`config.mk`:
```
export PLATFORM = sky130hd
export DESIGN_NAME = piped_boolean_alu_flat
export DESIGN_NICKNAME = d
export VERILOG_FILES = /design/src/rtl/piped_boolean_alu_pkg.sv /design/src/rtl/piped_boolean_alu_if.sv /design/src/rtl/piped_boolean_alu_core.sv /design/src/rtl/piped_boolean_alu.sv /design/src/flat_wrapper.sv
export SDC_FILE = /design/constraint.sdc
export NUM_CORES = 1
export LEC_CHECK = 0
export ABC_AREA = 0
export BUFFER_PORTS_ARGS = -buffer_cell sky130_fd_sc_hd__buf_4
export CAP_MARGIN = 5
export CORE_MARGIN = 5
export CORE_UTILIZATION = 59
export DETAILED_ROUTE_END_ITERATION = 7
export PLACE_DENSITY = 0.84
export SYNTH_ARGS = -nofsm -noshare
export SYNTH_HDL_FRONTEND = slang
export SYNTH_SLANG_ARGS = --single-unit
```
`constraint.sdc`:
```
create_clock -name clk -period 5.9 [get_ports clk]
set_clock_uncertainty 0.15 [all_clocks]
set_input_delay 0.59 -clock clk [delete_from_list [all_inputs] [get_ports clk]]
set_output_delay 0.59 -clock clk [all_outputs]
set_load 0.005 [all_outputs]
```
`src/rtl/piped_boolean_alu_pkg.sv`:
```
// piped_boolean_alu_pkg: op codes shared by the pipelined boolean ALU and its testbench
package piped_boolean_alu_pkg;
  typedef logic [2:0] op_t;
  localparam op_t OP_AND  = 3'd0;
  localparam op_t OP_OR   = 3'd1;
  localparam op_t OP_XOR  = 3'd2;
  localparam op_t OP_NAND = 3'd3;
  localparam op_t OP_NOR  = 3'd4;
  localparam op_t OP_XNOR = 3'd5;
  localparam op_t OP_NOT  = 3'd6;
  localparam op_t OP_ADD  = 3'd7;
endpackage

```
`src/rtl/piped_boolean_alu_if.sv`:
```
// piped_boolean_alu_if: operand/result handshake bundle; acc_mode exists only with ALU_ACCUM_EN
interface piped_boolean_alu_if
  import piped_boolean_alu_pkg::*;
#(
  parameter int WIDTH = 4,
  parameter int CNT_W = 8
);
  logic in_valid;
  logic in_ready;
  logic [WIDTH-1:0] in1;
  logic [WIDTH-1:0] in2;
  op_t select;
`ifdef ALU_ACCUM_EN
  logic acc_mode;
`endif
  logic out_valid;
  logic out_ready;
  logic [WIDTH:0] out;
  logic zero;
  logic parity;
  logic [CNT_W-1:0] op_count;
`ifdef ALU_ACCUM_EN
  modport master (output in_valid, in1, in2, select, acc_mode, out_ready,
                  input in_ready, out_valid, out, zero, parity, op_count);
  modport slave (input in_valid, in1, in2, select, acc_mode, out_ready,
                 output in_ready, out_valid, out, zero, parity, op_count);
`else
  modport master (output in_valid, in1, in2, select, out_ready,
                  input in_ready, out_valid, out, zero, parity, op_count);
  modport slave (input in_valid, in1, in2, select, out_ready,
                 output in_ready, out_valid, out, zero, parity, op_count);
`endif
endinterface

```
`src/rtl/piped_boolean_alu_core.sv`:
```
// boolean_alu_core: combinational 8-op boolean/add unit; result MSB is the add carry
module boolean_alu_core
  import piped_boolean_alu_pkg::*;
#(
  parameter int WIDTH = 4
) (
  input  logic [WIDTH-1:0] a,
  input  logic [WIDTH-1:0] b,
  input  op_t              select,
  output logic [WIDTH:0]   result
);
  always_comb begin
    result = select == OP_AND  ? {1'b0, a & b} :
             select == OP_OR   ? {1'b0, a | b} :
             select == OP_XOR  ? {1'b0, a ^ b} :
             select == OP_NAND ? {1'b0, ~(a & b)} :
             select == OP_NOR  ? {1'b0, ~(a | b)} :
             select == OP_XNOR ? {1'b0, ~(a ^ b)} :
             select == OP_NOT  ? {1'b0, ~a} :
                                 {1'b0, a} + {1'b0, b};
  end
endmodule

```
`src/rtl/piped_boolean_alu.sv`:
```
// piped_boolean_alu: two-stage valid/ready boolean ALU with flags and saturating op counter.
// Define ALU_ACCUM_EN to add the accumulator and acc_mode operand select.
module piped_boolean_alu
  import piped_boolean_alu_pkg::*;
#(
  parameter int WIDTH = 4,
  parameter int CNT_W = 8
) (
  input logic clk,
  input logic rst,
  piped_boolean_alu_if.slave bus
);
  logic s1_valid, s2_ready, s1_load, s2_load;
  logic [WIDTH-1:0] a_q, b_q, op_a;
  op_t sel_q;
  logic [WIDTH:0] res;
  assign s2_ready = !bus.out_valid || bus.out_ready;
  assign bus.in_ready = !s1_valid || s2_ready;
  assign s1_load = bus.in_valid && bus.in_ready;
  assign s2_load = s1_valid && s2_ready;
`ifdef ALU_ACCUM_EN
  logic mode_q;
  logic [WIDTH-1:0] acc;
  // accumulator is read in stage 2 so back-to-back accumulate ops see the previous result
  assign op_a = mode_q ? acc : a_q;
  always_ff @(posedge clk) begin
    if (rst) begin
      acc <= '0;
      mode_q <= 1'b0;
    end else begin
      if (s2_load) acc <= res[WIDTH-1:0];
      if (s1_load) mode_q <= bus.acc_mode;
    end
  end
`else
  assign op_a = a_q;
`endif
  boolean_alu_core #(.WIDTH(WIDTH)) core (
    .a(op_a),
    .b(b_q),
    .select(sel_q),
    .result(res)
  );
  always_ff @(posedge clk) begin
    if (rst) begin
      s1_valid <= 1'b0;
      a_q <= '0;
      b_q <= '0;
      sel_q <= OP_AND;
    end else if (s1_load) begin
      s1_valid <= 1'b1;
      a_q <= bus.in1;
      b_q <= bus.in2;
      sel_q <= bus.select;
    end else if (s2_ready) begin
      s1_valid <= 1'b0;
    end
  end
  always_ff @(posedge clk) begin
    if (rst) begin
      bus.out_valid <= 1'b0;
      bus.out <= '0;
      bus.zero <= 1'b1;
      bus.parity <= 1'b0;
    end else if (s2_load) begin
      bus.out_valid <= 1'b1;
      bus.out <= res;
      bus.zero <= res[WIDTH-1:0] == '0;
      bus.parity <= ^res[WIDTH-1:0];
    end else if (bus.out_ready) begin
      bus.out_valid <= 1'b0;
    end
  end
  always_ff @(posedge clk) begin
    if (rst) bus.op_count <= '0;
    else if (bus.out_valid && bus.out_ready && bus.op_count != '1) bus.op_count <= bus.op_count + CNT_W'(1);
  end
endmodule

```
`src/flat_wrapper.sv`:
```
// flat-port wrapper written by rule: the top's interface ports become plain ports
module piped_boolean_alu_flat import piped_boolean_alu_pkg::*;
#(
  parameter int WIDTH = 4,
  parameter int CNT_W = 8
)
  (clk, rst, bus_in_valid, bus_in1, bus_in2, bus_select, bus_out_ready, bus_in_ready, bus_out_valid, bus_out, bus_zero, bus_parity, bus_op_count);
  piped_boolean_alu_if #(.WIDTH(WIDTH), .CNT_W(CNT_W)) bus_i ();
  input logic clk;
  input logic rst;
  input wire logic [$bits(bus_i.in_valid)-1:0] bus_in_valid;
  input wire logic [$bits(bus_i.in1)-1:0] bus_in1;
  input wire logic [$bits(bus_i.in2)-1:0] bus_in2;
  input wire logic [$bits(bus_i.select)-1:0] bus_select;
  input wire logic [$bits(bus_i.out_ready)-1:0] bus_out_ready;
  output wire logic [$bits(bus_i.in_ready)-1:0] bus_in_ready;
  output wire logic [$bits(bus_i.out_valid)-1:0] bus_out_valid;
  output wire logic [$bits(bus_i.out)-1:0] bus_out;
  output wire logic [$bits(bus_i.zero)-1:0] bus_zero;
  output wire logic [$bits(bus_i.parity)-1:0] bus_parity;
  output wire logic [$bits(bus_i.op_count)-1:0] bus_op_count;
  assign bus_i.in_valid = bus_in_valid;
  assign bus_i.in1 = bus_in1;
  assign bus_i.in2 = bus_in2;
  assign bus_i.select = bus_select;
  assign bus_i.out_ready = bus_out_ready;
  assign bus_in_ready = bus_i.in_ready;
  assign bus_out_valid = bus_i.out_valid;
  assign bus_out = bus_i.out;
  assign bus_zero = bus_i.zero;
  assign bus_parity = bus_i.parity;
  assign bus_op_count = bus_i.op_count;
  piped_boolean_alu #(.WIDTH(WIDTH), .CNT_W(CNT_W)) u_core (.clk(clk), .rst(rst), .bus(bus_i));
endmodule
```
# After elaboration in Yosys (flattened, before gate mapping)
# Cells that the tools add are included.
# word_totals
latch_bits,0
n_memories,0
inputBits,15
ff_bits,28
romBits,0
ramBits,0
output_inout_bits,17
# classes
mux,11
add_sub_neg,2
reduce_logical,13
n_shift,0
n_div,0
n_lt_le_gt_ge,0
multipliers,0
n_eq_ne,7
bitwise,7
# ops
op,count
2-to-1 mux 5 bit,7
inverter 4 bit,4
"equality test 3 bit, second input constant",3
"adder 8 x 1 -> 8 bit, second input constant",1
"inequality test 8 bit, second input constant",1
"equality test 3 x 2 -> 1 bit, second input constant",2
adder 4 x 4 -> 5 bit,1
AND 4 bit,1
logical AND 1 bit,4
logical NOT 4 bit,1
2-to-1 mux 1 bit,4
OR 4 bit,1
nonzero test 2 bit,2
XOR reduction 4 bit,1
XOR 4 bit,1
"equality test 3 x 1 -> 1 bit, second input constant",1
logical NOT 3 bit,1
logical NOT 1 bit,2
logical OR 1 bit,2

# Longest topological paths before layout
# Gate-level depths: netlist (run 1).
# depth
ltp_word,9
depth_mapped,10
mapped_depth_nobuf,10

# Modules after synthesis
# Synthesis (run 1) repeated with hierarchy kept, for this count alone.
# hier_totals
hier_cells,240
area_unflattened_um2,1915.6
# by_module_without_submodules
module,cells_per_inst,n_inst,area_per_inst_um2
piped_boolean_alu,147,1,1307.5
boolean_alu_core,93,1,608.1

# Worst setup path before layout (run 1)
# No wires, ideal clock.
# synth_timing
path_kind,register to register
from,reg u_core.a_q[1]
to,reg u_core.bus.parity
path_slack_ns,3.727
n_path_buf,0
required_time_ns,5.664
stages_incl_launch_ff,11
arrival_ns,1.937
setup_ns,0.086
cell_sequence,dfxtp_1 -> inv_1 -> ha_1 -> a21oi_1 -> xnor2_1 -> o2bb2ai_1 -> a21boi_1 -> nor2_1 -> ha_1 -> xnor2_1 -> a211oi_1
# synth_between
elab_chain_cells,9
# synth_lines
element,line,source
start: declaration,piped_boolean_alu.sv:14,"logic [WIDTH-1:0] a_q, b_q, op_a;"
start signal: assignment,piped_boolean_alu.sv:52,a_q <= bus.in1;
"adder 4 x 4 -> 5 bit, or another cell as far along",piped_boolean_alu_core.sv:20,"{1'b0, a} + {1'b0, b};"
2-to-1 mux 5 bit / inverter 4 bit (equally long branches),"piped_boolean_alu_core.sv:19, piped_boolean_alu_core.sv:18",
2-to-1 mux 5 bit,piped_boolean_alu_core.sv:18,"select == OP_XNOR ? {1'b0, ~(a ^ b)} :"
2-to-1 mux 5 bit,piped_boolean_alu_core.sv:17,"select == OP_NOR ? {1'b0, ~(a | b)} :"
2-to-1 mux 5 bit,piped_boolean_alu_core.sv:16,"select == OP_NAND ? {1'b0, ~(a & b)} :"
2-to-1 mux 5 bit,piped_boolean_alu_core.sv:15,"select == OP_XOR ? {1'b0, a ^ b} :"
2-to-1 mux 5 bit,piped_boolean_alu_core.sv:14,"select == OP_OR ? {1'b0, a | b} :"
2-to-1 mux 5 bit *,piped_boolean_alu_core.sv:13,"result = select == OP_AND ? {1'b0, a & b} :"
XOR reduction 4 bit *,piped_boolean_alu.sv:69,bus.parity <= ^res[WIDTH-1:0];
end signal: assignment,piped_boolean_alu.sv:69,
end: declaration,piped_boolean_alu_if.sv:31,"output in_ready, out_valid, out, zero, parity, op_count);"
# Every way passes the cells marked *; elsewhere a longest branch is shown, timed or not.
# A chain may end at the register's enable or synchronous reset.

# Final worst setup path (run 1)
# layout_timing
from,reg u_core.sel_q[1]
to,reg u_core.bus.parity
# layout_between
elab_chain_cells,9
# layout_lines
element,line,source
start: declaration,piped_boolean_alu.sv:15,op_t sel_q;
start signal: assignment,piped_boolean_alu.sv:54,sel_q <= bus.select;
equality test 3 bit,piped_boolean_alu_core.sv:19,"select == OP_NOT ? {1'b0, ~a} :"
2-to-1 mux 5 bit,piped_boolean_alu_core.sv:19,
2-to-1 mux 5 bit,piped_boolean_alu_core.sv:18,
2-to-1 mux 5 bit,piped_boolean_alu_core.sv:17,
2-to-1 mux 5 bit,piped_boolean_alu_core.sv:16,
2-to-1 mux 5 bit,piped_boolean_alu_core.sv:15,
2-to-1 mux 5 bit,piped_boolean_alu_core.sv:14,
2-to-1 mux 5 bit *,piped_boolean_alu_core.sv:13,
XOR reduction 4 bit *,piped_boolean_alu.sv:69,
# Marked as above.

==> results of run 1 <==
worst register-to-register path, cell delays in order, from the launching register on:
cell and delay [ns]:
dfxtp_1 0.85, mux2_2 0.41, mux4_2 0.49, ha_1 0.30
xnor2_1 0.13, a211oi_1 0.21
synth_stat cells (4+ instances only):
| master | number | area share [%] |
|---|---|---|
| a21oi_1 | 22 | 6.4 |
| clkbuf_1 | 4 | 0.87 |
| dfxtp_1 | 28 | 32 |
| ha_1 | 12 | 8.7 |
| inv_1 | 13 | 2.8 |
| nand2_1 | 22 | 4.8 |
| nand3_1 | 15 | 4.3 |
| nor2_1 | 23 | 5.0 |
| nor3_1 | 4 | 1.2 |
| o21ai_0 | 4 | 1.2 |
| o2bb2ai_1 | 4 | 2.0 |
| xnor2_1 | 8 | 4.0 |
registers in the layout (all words and copies together) (netlist names):
name                  count
u_core.a_q                4
u_core.bus.op_count       8
u_core.bus.parity         1
u_core.sel_q              3
u_core.bus.out            5
u_core.bus.zero           1
u_core.s1_valid           1
u_core.bus.out_valid      1
u_core.b_q                4
metal layers:
layer	wire length, µm	up-vias
met5	0	-
met3	153	4
met2	1697	34
li1	-	786
met4	48	0
met1	1597	701
worst paths after layout:
check	slack, ns	from	cells after the start	endpoint
worst max-delay path	3.29	u_core.sel_q[1]	5	u_core.bus.parity
worst min-delay path	0.32	u_core.bus.out[4]	2	u_core.bus.out[4]
worst max register to register	3.29	u_core.sel_q[1]	5	u_core.bus.parity
worst min register to register	0.32	u_core.bus.out[4]	2	u_core.bus.out[4]
cell families after synthesis:
family          after synthesis  synth area share, %
buf+inv                      25                7.731
mux                           5                3.685
compound gates               50                19.29
fa+ha+maj                    12                8.670
flops                        28                32.37
simple gates                 82                23.19
xor+xnor                     10                5.058
through the flow:
| step | area (µm²) | utilization, % | cells |
|---|---|---|---|
| after CTS | 1958 | 70.40 | 267 |
| final | 1958 | 70.40 | 267 |
| after detailed placement | 1922 | 69.10 | 263 |
| after floorplan | 1732 | - | 212 |
| after global placement | 1922 | 69.10 | 263 |
| after global routing | 1958 | 70.40 | 267 |
power by group:
part / leakage (nW) / switching (mW) / total, mW / internal, mW
logic: 0.534 / 0.0387 / 0.0793 / 0.0405
clock network: 0.0210 / 0.0573 / 0.0951 / 0.0378
registers: 0.229 / 0.0110 / 0.209 / 0.198
total: 0.784 / 0.107 / 0.383 / 0.276
layout make-up:
type | count | area [µm²] | area share (%)
multi-input combinational | 159 | 1037 | 52.97
tap | 31 | 38.79 | 1.981
sequential | 28 | 560.5 | 28.63
clock buffer | 4 | 36.28 | 1.853
timing repair buffer | 31 | 232.7 | 11.88
inverter | 14 | 52.55 | 2.684
==> impl_metrics.csv, run 1 <==
group,metric,value,unit
floorplan,dieArea,4118,µm²
cts,insertion_delay,0.33,ns
cts,cts-hold-fix-buffers,0,
setup_path,cp.arrival,2.72,ns
layout,n_antenna_cell,0,
sta,rsz0062_at_grt,"no",
drt,drc,0,
synthesis,syn_area,1732,µm²
setup_path,path_buf_inv,0,
global_route,grt.met2_usage,29.52,%
drt,drtIter0Drc,86,
drt,via_per_inst,5.712,
synthesis,yosysSeqAreaShare,32.37,%
sta,min_period,2.613,ns
setup_path,cp_slowest_cell,"dfxtp_1",
setup_path,criticalPathCategory,"reg2reg",
layout,fill_cells,237,
cts,cts_buffers,3,
layout,nets,264,
power,p_per_area,195.6,nW/µm²
global_route,antenna_found_initial,0,
floorplan,initial_core_util,62.26,%
global_route,grt-ovfl-total,0,
global_route,use_met3,2.277,%
synthesis,yosysUniqueCellTypes,49,
synthesis,postSynth.asyncResetShare,0,%
cts,clock_sinks,28,
synthesis,synthFlopType,"dfxtp_1",
synthesis,synth_area_per_cell,8.168,µm²
synthesis,synth_edf_count,0,
sta,report.final.slew_viol_count,0,
global_route,grt_max_degree,29,
cts,cts_tree,"done",
setup_path,worstPathRequired,6.01,ns
sta,timing.hold.ws,0.3155,ns
placed_design,place_hpwl,2.621,mm
cts,cts.repair.resized,0,
sta,setup_viol,0,
global_route,grt_pass1_wl,5.961,mm
global_route,grtUsageMet1,22.15,%
layout,layout_common_cells,"buf_4, dfxtp_1, nor2_1, a21oi_1, nand2_1",
power,power,383.0,µW
synthesis,synth_warnings,0,
layout,final_common_cell,"buf_4",
run_status,status,"completed",
cts,cts_setup_buffers,0,
sta,fin_crit_sh,44.29,%
placed_design,post-place-ws,3.315,ns
drt,ant_nets,0,
setup_path,cpPeakStageDelay,0.85,ns
global_route,first_global_vias,1339,
global_route,grt_usage,17.42,%
synthesis,postSynthCellCount,212,
floorplan,die_w,64.18,µm
drt,wl_per_cell,13.09,µm
floorplan,die_h,64.18,µm
setup_path,crit_path_start_kind,"register",
layout,drive_above_1_share,19.49,%
sta,tightest_slew,0.7573,ns
cts,clkTransAtPathRegs,0.15,ns
layout,area_growth,13.08,%
floorplan,core,2781,µm²
global_route,busiest_layer,"met2",
setup_path,path_max_fanout,23,
placed_design,gp_congestion,0.8965,
floorplan,rows,19,
sta,finalSetupTns,0,ns
sta,fin_ws,3.287,ns
min_path,hold_class,"reg2reg",
sta,hold_viol,0,
cts,h-tree-depth,1,
sta,slew_headroom,49.45,%
setup_path,cp_top_family,"multiplexers",
setup_path,crit_chain,"mux2_2 > mux4_2 > ha_1 > xnor2_1 > a211oi_1",
cts,clock_path_buffers,2,
placed_design,port_buffers,31,
synthesis,synth_seq_cells,28,
flow_run,max-cap-violations,0,
floorplan,io_pins,32,
cts,cts-root-buf,"clkbuf_4",
drt,via_count,1525,
drt,wl,3.496,mm
drt,drt-pass1-iter-count,6,
power,peakVddDrop,0.1658,mV
sta,fmax,0.3826,GHz
setup_path,end_kind,"register",
synthesis,synth_fp_nets,239,
power,p_leak,0.7845,nW
Power figures use the tool's default switching activity.
==> run 2, diff against run 1 <==
Settings changed: CORE_UTILIZATION 59 to 50, PLACE_DENSITY 0.84 to 0.76.
Clock period 5.9 ns to 2.3 ns, I/O delays scaled along.
==> run 2 against run 1 <==
Worst hold slack lost 0.29 ns. Die area is 15% higher. Cell area grew 16%. Sequential power rose to 2.5 times the previous value. Via count increased by 5.8%. Critical path type unchanged. Highest routed layer unchanged.
==> impl_metrics.csv, run 2 (synthesis results as in run 1) <==
group,metric,value,unit
sta,tightest_slew,0.4542,ns
placed_design,port_buffers,31,
sta,report.final.slew_viol_count,0,
global_route,first_global_vias,1529,
global_route,grt_max_degree,29,
power,seq_power_share,46.5,%
layout,n_antenna_cell,0,
cts,h-tree-depth,1,
setup_path,cpPeakStageDelay,0.49,ns
sta,timing.hold.ws,0.02179,ns
sta,fin_crit_sh,97.19,%
cts,clkTransAtPathRegs,0.17,ns
setup_path,end_kind,"register",
placed_design,place_hpwl,2.833,mm
setup_path,cp_common_cell,"xnor2_1",
layout,largest_reg_flops,8,
layout,final_area,2280,µm²
placed_design,dp.cells,286,
layout,final-seq-area,571.8,µm²
min_path,hold_class,"in2reg",
floorplan,dieArea,4740,µm²
layout,multi_input_area,1115,µm²
floorplan,io_pins,32,
floorplan,die_h,68.85,µm
setup_path,criticalPathCategory,"reg2reg",
drt,via_per_inst,5.323,
setup_path,path_buf_inv,0,
sta,fin_ws,0.06464,ns
cts,insertion_delay,0.35,ns
sta,min_period,2.235,ns
layout,top_register,"u_core.bus.op_count",
setup_path,crit_chain,"ha_2 > nand2b_1 > xnor2_1 > mux4_2 > ha_1 > xnor2_1 > a211oi_1",
run_status,status,"completed",
drt,drt-pass1-iter-count,4,
power,p_int,829.2,µW
drt,drc,0,
layout,top_regs,"u_core.bus.op_count x8, u_core.bus.out x5",
power,p_leak,0.8965,nW
power,power_frac_comb,23.5,%
floorplan,core,3337,µm²
power,switching_share,27.25,%
setup_path,worstPathRequired,2.43,ns
floorplan,initial_core_util,51.89,%
cts,clock_path_buffers,2,
drt,wl_per_cell,13.25,µm
layout,final_cells,303,
cts,cts_buffers,3,
cts,cts_tree,"done",
setup_path,path_max_fanout,4,
layout,fill_cells,273,
global_route,grt_usage,18.95,%
layout,area_growth,31.65,%
setup_path,cp.arrival,2.36,ns
cts,clock_sinks,28,
sta,fmax,0.4474,GHz
global_route,grt-ovfl-total,0,
setup_path,cp_top_family,"adder cells",
layout,drive_above_1_share,30.35,%
cts,cts-root-buf,"clkbuf_4",
flow_run,max-cap-violations,0,
setup_path,r2r_setup_slack,0.06,ns
power,peakVddDrop,0.2229,mV
sta,slew_headroom,69.66,%
sta,setup_viol,0,
setup_path,crit_path_start_kind,"register",
power,p_per_area,500.0,nW/µm²
drt,via_count,1613,
min_path,hold_start,"bus_out_ready",
placed_design,dpl_cell_area,2013,µm²
drt,ant_nets,0,
setup_path,worstSetupStartpoint,"u_core.b_q[0]",
power,power,1.140,mW
placed_design,post-place-ws,-0.03828,ns
layout,layout_common_cells,"buf_4, nor2_1, nand2_1, a21oi_1, dfxtp_1",
floorplan,rows,21,
setup_path,cp_slowest_cell,"mux4_2",
power,clockPowerShare,30.0,%
floorplan,die_w,68.85,µm
power,p_sw,310.6,µW
placed_design,gp_congestion,0.8867,
drt,drtIter0Drc,84,
setup_path,rr_startpoint,"u_core.b_q[0]",
sta,hold_viol,0,
layout,nets,285,
global_route,antenna_found_initial,0,
drt,wl,4.014,mm
global_route,grt_pass1_wl,6.824,mm
layout,final_common_cell,"buf_4",
run 2: cell types whose count changed in the layout (fill, tap and decap cells not counted), sizes merged:
cell         delta
clkbuf          -1
bufinv          +1
buf            +10
dlygate4sd3    +11
run 2: final cells by class:
class | instances | share of cell area, %
Multi-Input combinational cell | 159 | 48.90
Sequential cell | 28 | 25.08
Timing Repair Buffer | 52 | 18.88
Tap cell | 46 | 2.525
Inverter | 14 | 2.305
Clock inverter | 1 | 1.317
Clock buffer | 3 | 0.9879
run 2: layer usage:
layer / up-vias / GRT usage, % / share of wire [%]
li1: 828 / - / -
met1: 733 / 23.89 / 44
met2: 43 / 32.98 / 50
met3: 9 / 2.107 / 4.3
met4: 0 / 7.056 / 2.1
met5: - / 0 / 0
run 2: per-stage QoR:
step,util (%),TNS (ns)
6_report,68.32,0
5_1_grt,68.32,-0.07280
4_1_cts,66.33,0
3_5_place_dp,60.33,-0.05458
3_3_place_gp,60.33,0
2_1_floorplan,-,0
run 2: worst min-delay path, stage by stage:
cell     delay [ns]
buf_4          0.10
nor2b_4        0.05
nor2_1         0.08
nor2_1         0.04
run 2: power by group through the flow:
stage	Sequential (mW)	Clock (mW)	Combinational [mW]
after floorplan	0.533	0	0.161
after global routing	0.535	0.357	0.299
after global placement	0.538	0	0.223
final	0.531	0.341	0.268
after detailed placement	0.539	0	0.224
after CTS	0.529	0.340	0.250
run 2: worst paths after layout:
kind / cells after the start / end
setup / recovery: 7 / u_core.bus.parity
hold reg to reg: 2 / u_core.bus.out[4]
hold / removal: 4 / u_core.bus.out_valid
setup reg to reg: 7 / u_core.bus.parity
run 2: repair_timing:
item	CTS	global route
hold buffers	11	0
hold endpoints to repair	11	0
buffers inserted	1	1
resized for setup	4	18
endpoints found under the setup margin	2	2
pin swaps	1	2
==> run 3, diff against run 2 <==
==> constraint.sdc (replaced) <==
create_clock -name clk -period 1.8 [get_ports clk]
set_clock_uncertainty 0.15 [all_clocks]
set_input_delay 0.18 -clock clk [delete_from_list [all_inputs] [get_ports clk]]
set_output_delay 0.18 -clock clk [all_outputs]
set_load 0.01 [all_outputs]
==> run 3 against run 2 <==
Worst hold slack lost 0.0094 ns. Non-clock buffer count grew 23. Maximum frequency grew 1.3%. Highest routed layer unchanged. Largest cell class unchanged. Largest power group unchanged. Setup slack lost 0.47 ns. Cell count grew 7.6%. Critical path depth is the same. Combinational power grew 56%. Global-route usage grew 0.57 points. Flip-flop and latch count is the same. Sequential power grew 27%. The run now ends with setup timing left.
==> impl_metrics.csv, run 3 (synthesis results as in run 1) <==
group,metric,value,unit
run_status,status,"finished with violations",
run_status,failed_checks,"setup timing",
layout,layout_common_cells,"buf_4, nor2_1, nand2_1, a21oi_1, dfxtp_1",
cts,cts-root-buf,"clkbuf_4",
layout,drive_above_1_share,42.14,%
placed_design,gp_congestion,0.8605,
placed_design,port_buffers,31,
layout,n_antenna_cell,0,
floorplan,io_pins,32,
global_route,antenna_found_initial,0,
cts,cts_buffers,3,
layout,multi_input_area,1217,µm²
placed_design,place_hpwl,3.000,mm
setup_path,cp_common_cell,"ha_4",
power,peakVddDrop,0.5035,mV
global_route,grtUsageMet1,25.07,%
sta,tightest_slew,0.5359,ns
setup_path,criticalPathCategory,"reg2reg",
layout,fill_cells,248,
cts,clock_sinks,28,
sta,rsz0062_at_grt,"yes",
cts,cts_tree,"done",
global_route,use_met3,2.917,%
setup_path,end_kind,"register",
placed_design,post-place-ws,-0.4046,ns
drt,drt-pass1-iter-count,4,
layout,nets,308,
global_route,grt_usage,19.52,%
floorplan,initial_core_util,51.89,%
floorplan,die_h,68.85,µm
global_route,grt-ovfl-total,0,
min_path,hold_class,"in2reg",
setup_path,cp_slowest_cell,"mux4_2",
sta,fin_crit_sh,122.6,%
sta,timing.hold.ws,0.01241,ns
sta,report.final.slew_viol_count,0,
layout,final-seq-area,583.1,µm²
cts,clkTransAtPathRegs,0.16,ns
sta,hold_viol,0,
cts,clock_path_buffers,2,
setup_path,cp.arrival,2.31,ns
floorplan,rows,21,
setup_path,worstPathRequired,1.91,ns
global_route,first_global_vias,1643,
drt,via_per_inst,5.218,
drt,wl_per_cell,13.50,µm
floorplan,core,3337,µm²
layout,final_common_cell,"buf_4",
power,p_leak,1.029,nW
cts,h-tree-depth,1,
sta,min_period,2.207,ns
global_route,grt.met2_usage,33.33,%
sta,finalSetupTns,-1.004,ns
floorplan,die_w,68.85,µm
flow_run,max-cap-violations,0,
cts,insertion_delay,0.34,ns
setup_path,crit_path_start_kind,"register",
drt,drc,0,
sta,slew_headroom,64.20,%
drt,drtIter0Drc,50,
setup_path,crit_chain,"inv_4 > ha_4 > mux2_4 > mux4_2 > ha_4 > and3_4 > a211o_1",
layout,largest_reg_flops,8,
drt,wl,4.400,mm
sta,fin_ws,-0.4068,ns
layout,top_register,"u_core.bus.op_count",
layout,area_growth,47.62,%
power,power,1.421,mW
power,p_per_area,555.9,nW/µm²
global_route,grt_pass1_wl,7.120,mm
layout,final_core_util,76.60,%
setup_path,cpPeakStageDelay,0.52,ns
sta,fmax,0.4531,GHz
layout,top_regs,"u_core.bus.op_count x8, u_core.bus.out x5",
floorplan,dieArea,4740,µm²
global_route,busiest_layer,"met2",
global_route,grt_max_degree,29,
setup_path,path_max_fanout,4,
sta,setup_viol,5,
drt,via_count,1701,
drt,ant_nets,0,
## run 3: cell count changes in the layout (fill, tap and decap cells not counted), sizes merged
cell / change
buf: +22
bufinv: -1
clkbuf: +1
dlygate4sd3: +1
## run 3: per-layer routing
metal	routed length, µm	part of all wire, %
met1	1959	45
met2	2154	49
met3	241	5.5
met4	44	1.0
met5	0	0
## run 3: layout make-up
cell class,instances,area share (%)
clock buffers,4,1.419
inverters,14,2.252
multi-input cells,159,47.63
well taps,46,2.252
repair buffers,75,23.64
flip-flops and latches,28,22.81
## run 3: critical path, delay by kind of cell, from the launching register on
kind                     cells  cell delay [ns]
buffers and inverters        1             0.04
adder cells (fa/ha/maj)      2             0.33
AND/OR/NAND/NOR              1             0.15
flip-flops                   1             0.42
multiplexers                 2             0.77
AO/OA/AOI/OAI                1             0.25
## run 3: path summary, 6_finish.rpt
path                  from              end  slack (ns)  cells after the start
min reg2reg  u_core.a_q[2]    u_core.a_q[2]        0.33                      2
max          u_core.a_q[1]  u_core.bus.zero       -0.41                      7
max reg2reg  u_core.a_q[1]  u_core.bus.zero       -0.41                      7
min           bus_in_valid    u_core.a_q[0]        0.01                      3
## run 3: report_power, final
group	switching, mW	total, mW	internal [mW]
clock network	0.201	0.325	0.124
logic	0.187	0.419	0.231
registers	0.0303	0.677	0.647
## run 3: what timing repair did
action | 4_1_cts | 5_1_grt
hold endpoints to repair | 12 | 0
hold buffers | 12 | 0
gates resized for setup | 21 | 22
setup buffers | 4 | 3
setup endpoints to repair | 7 | 15
pin swaps | 9 | 19
## run 3: stage by stage
stage               instances  area (µm²)
floorplan                 212        1794
global placement          305        2206
detailed placement        305        2206
CTS                       325        2451
global route              326        2556
finish                    326        2556
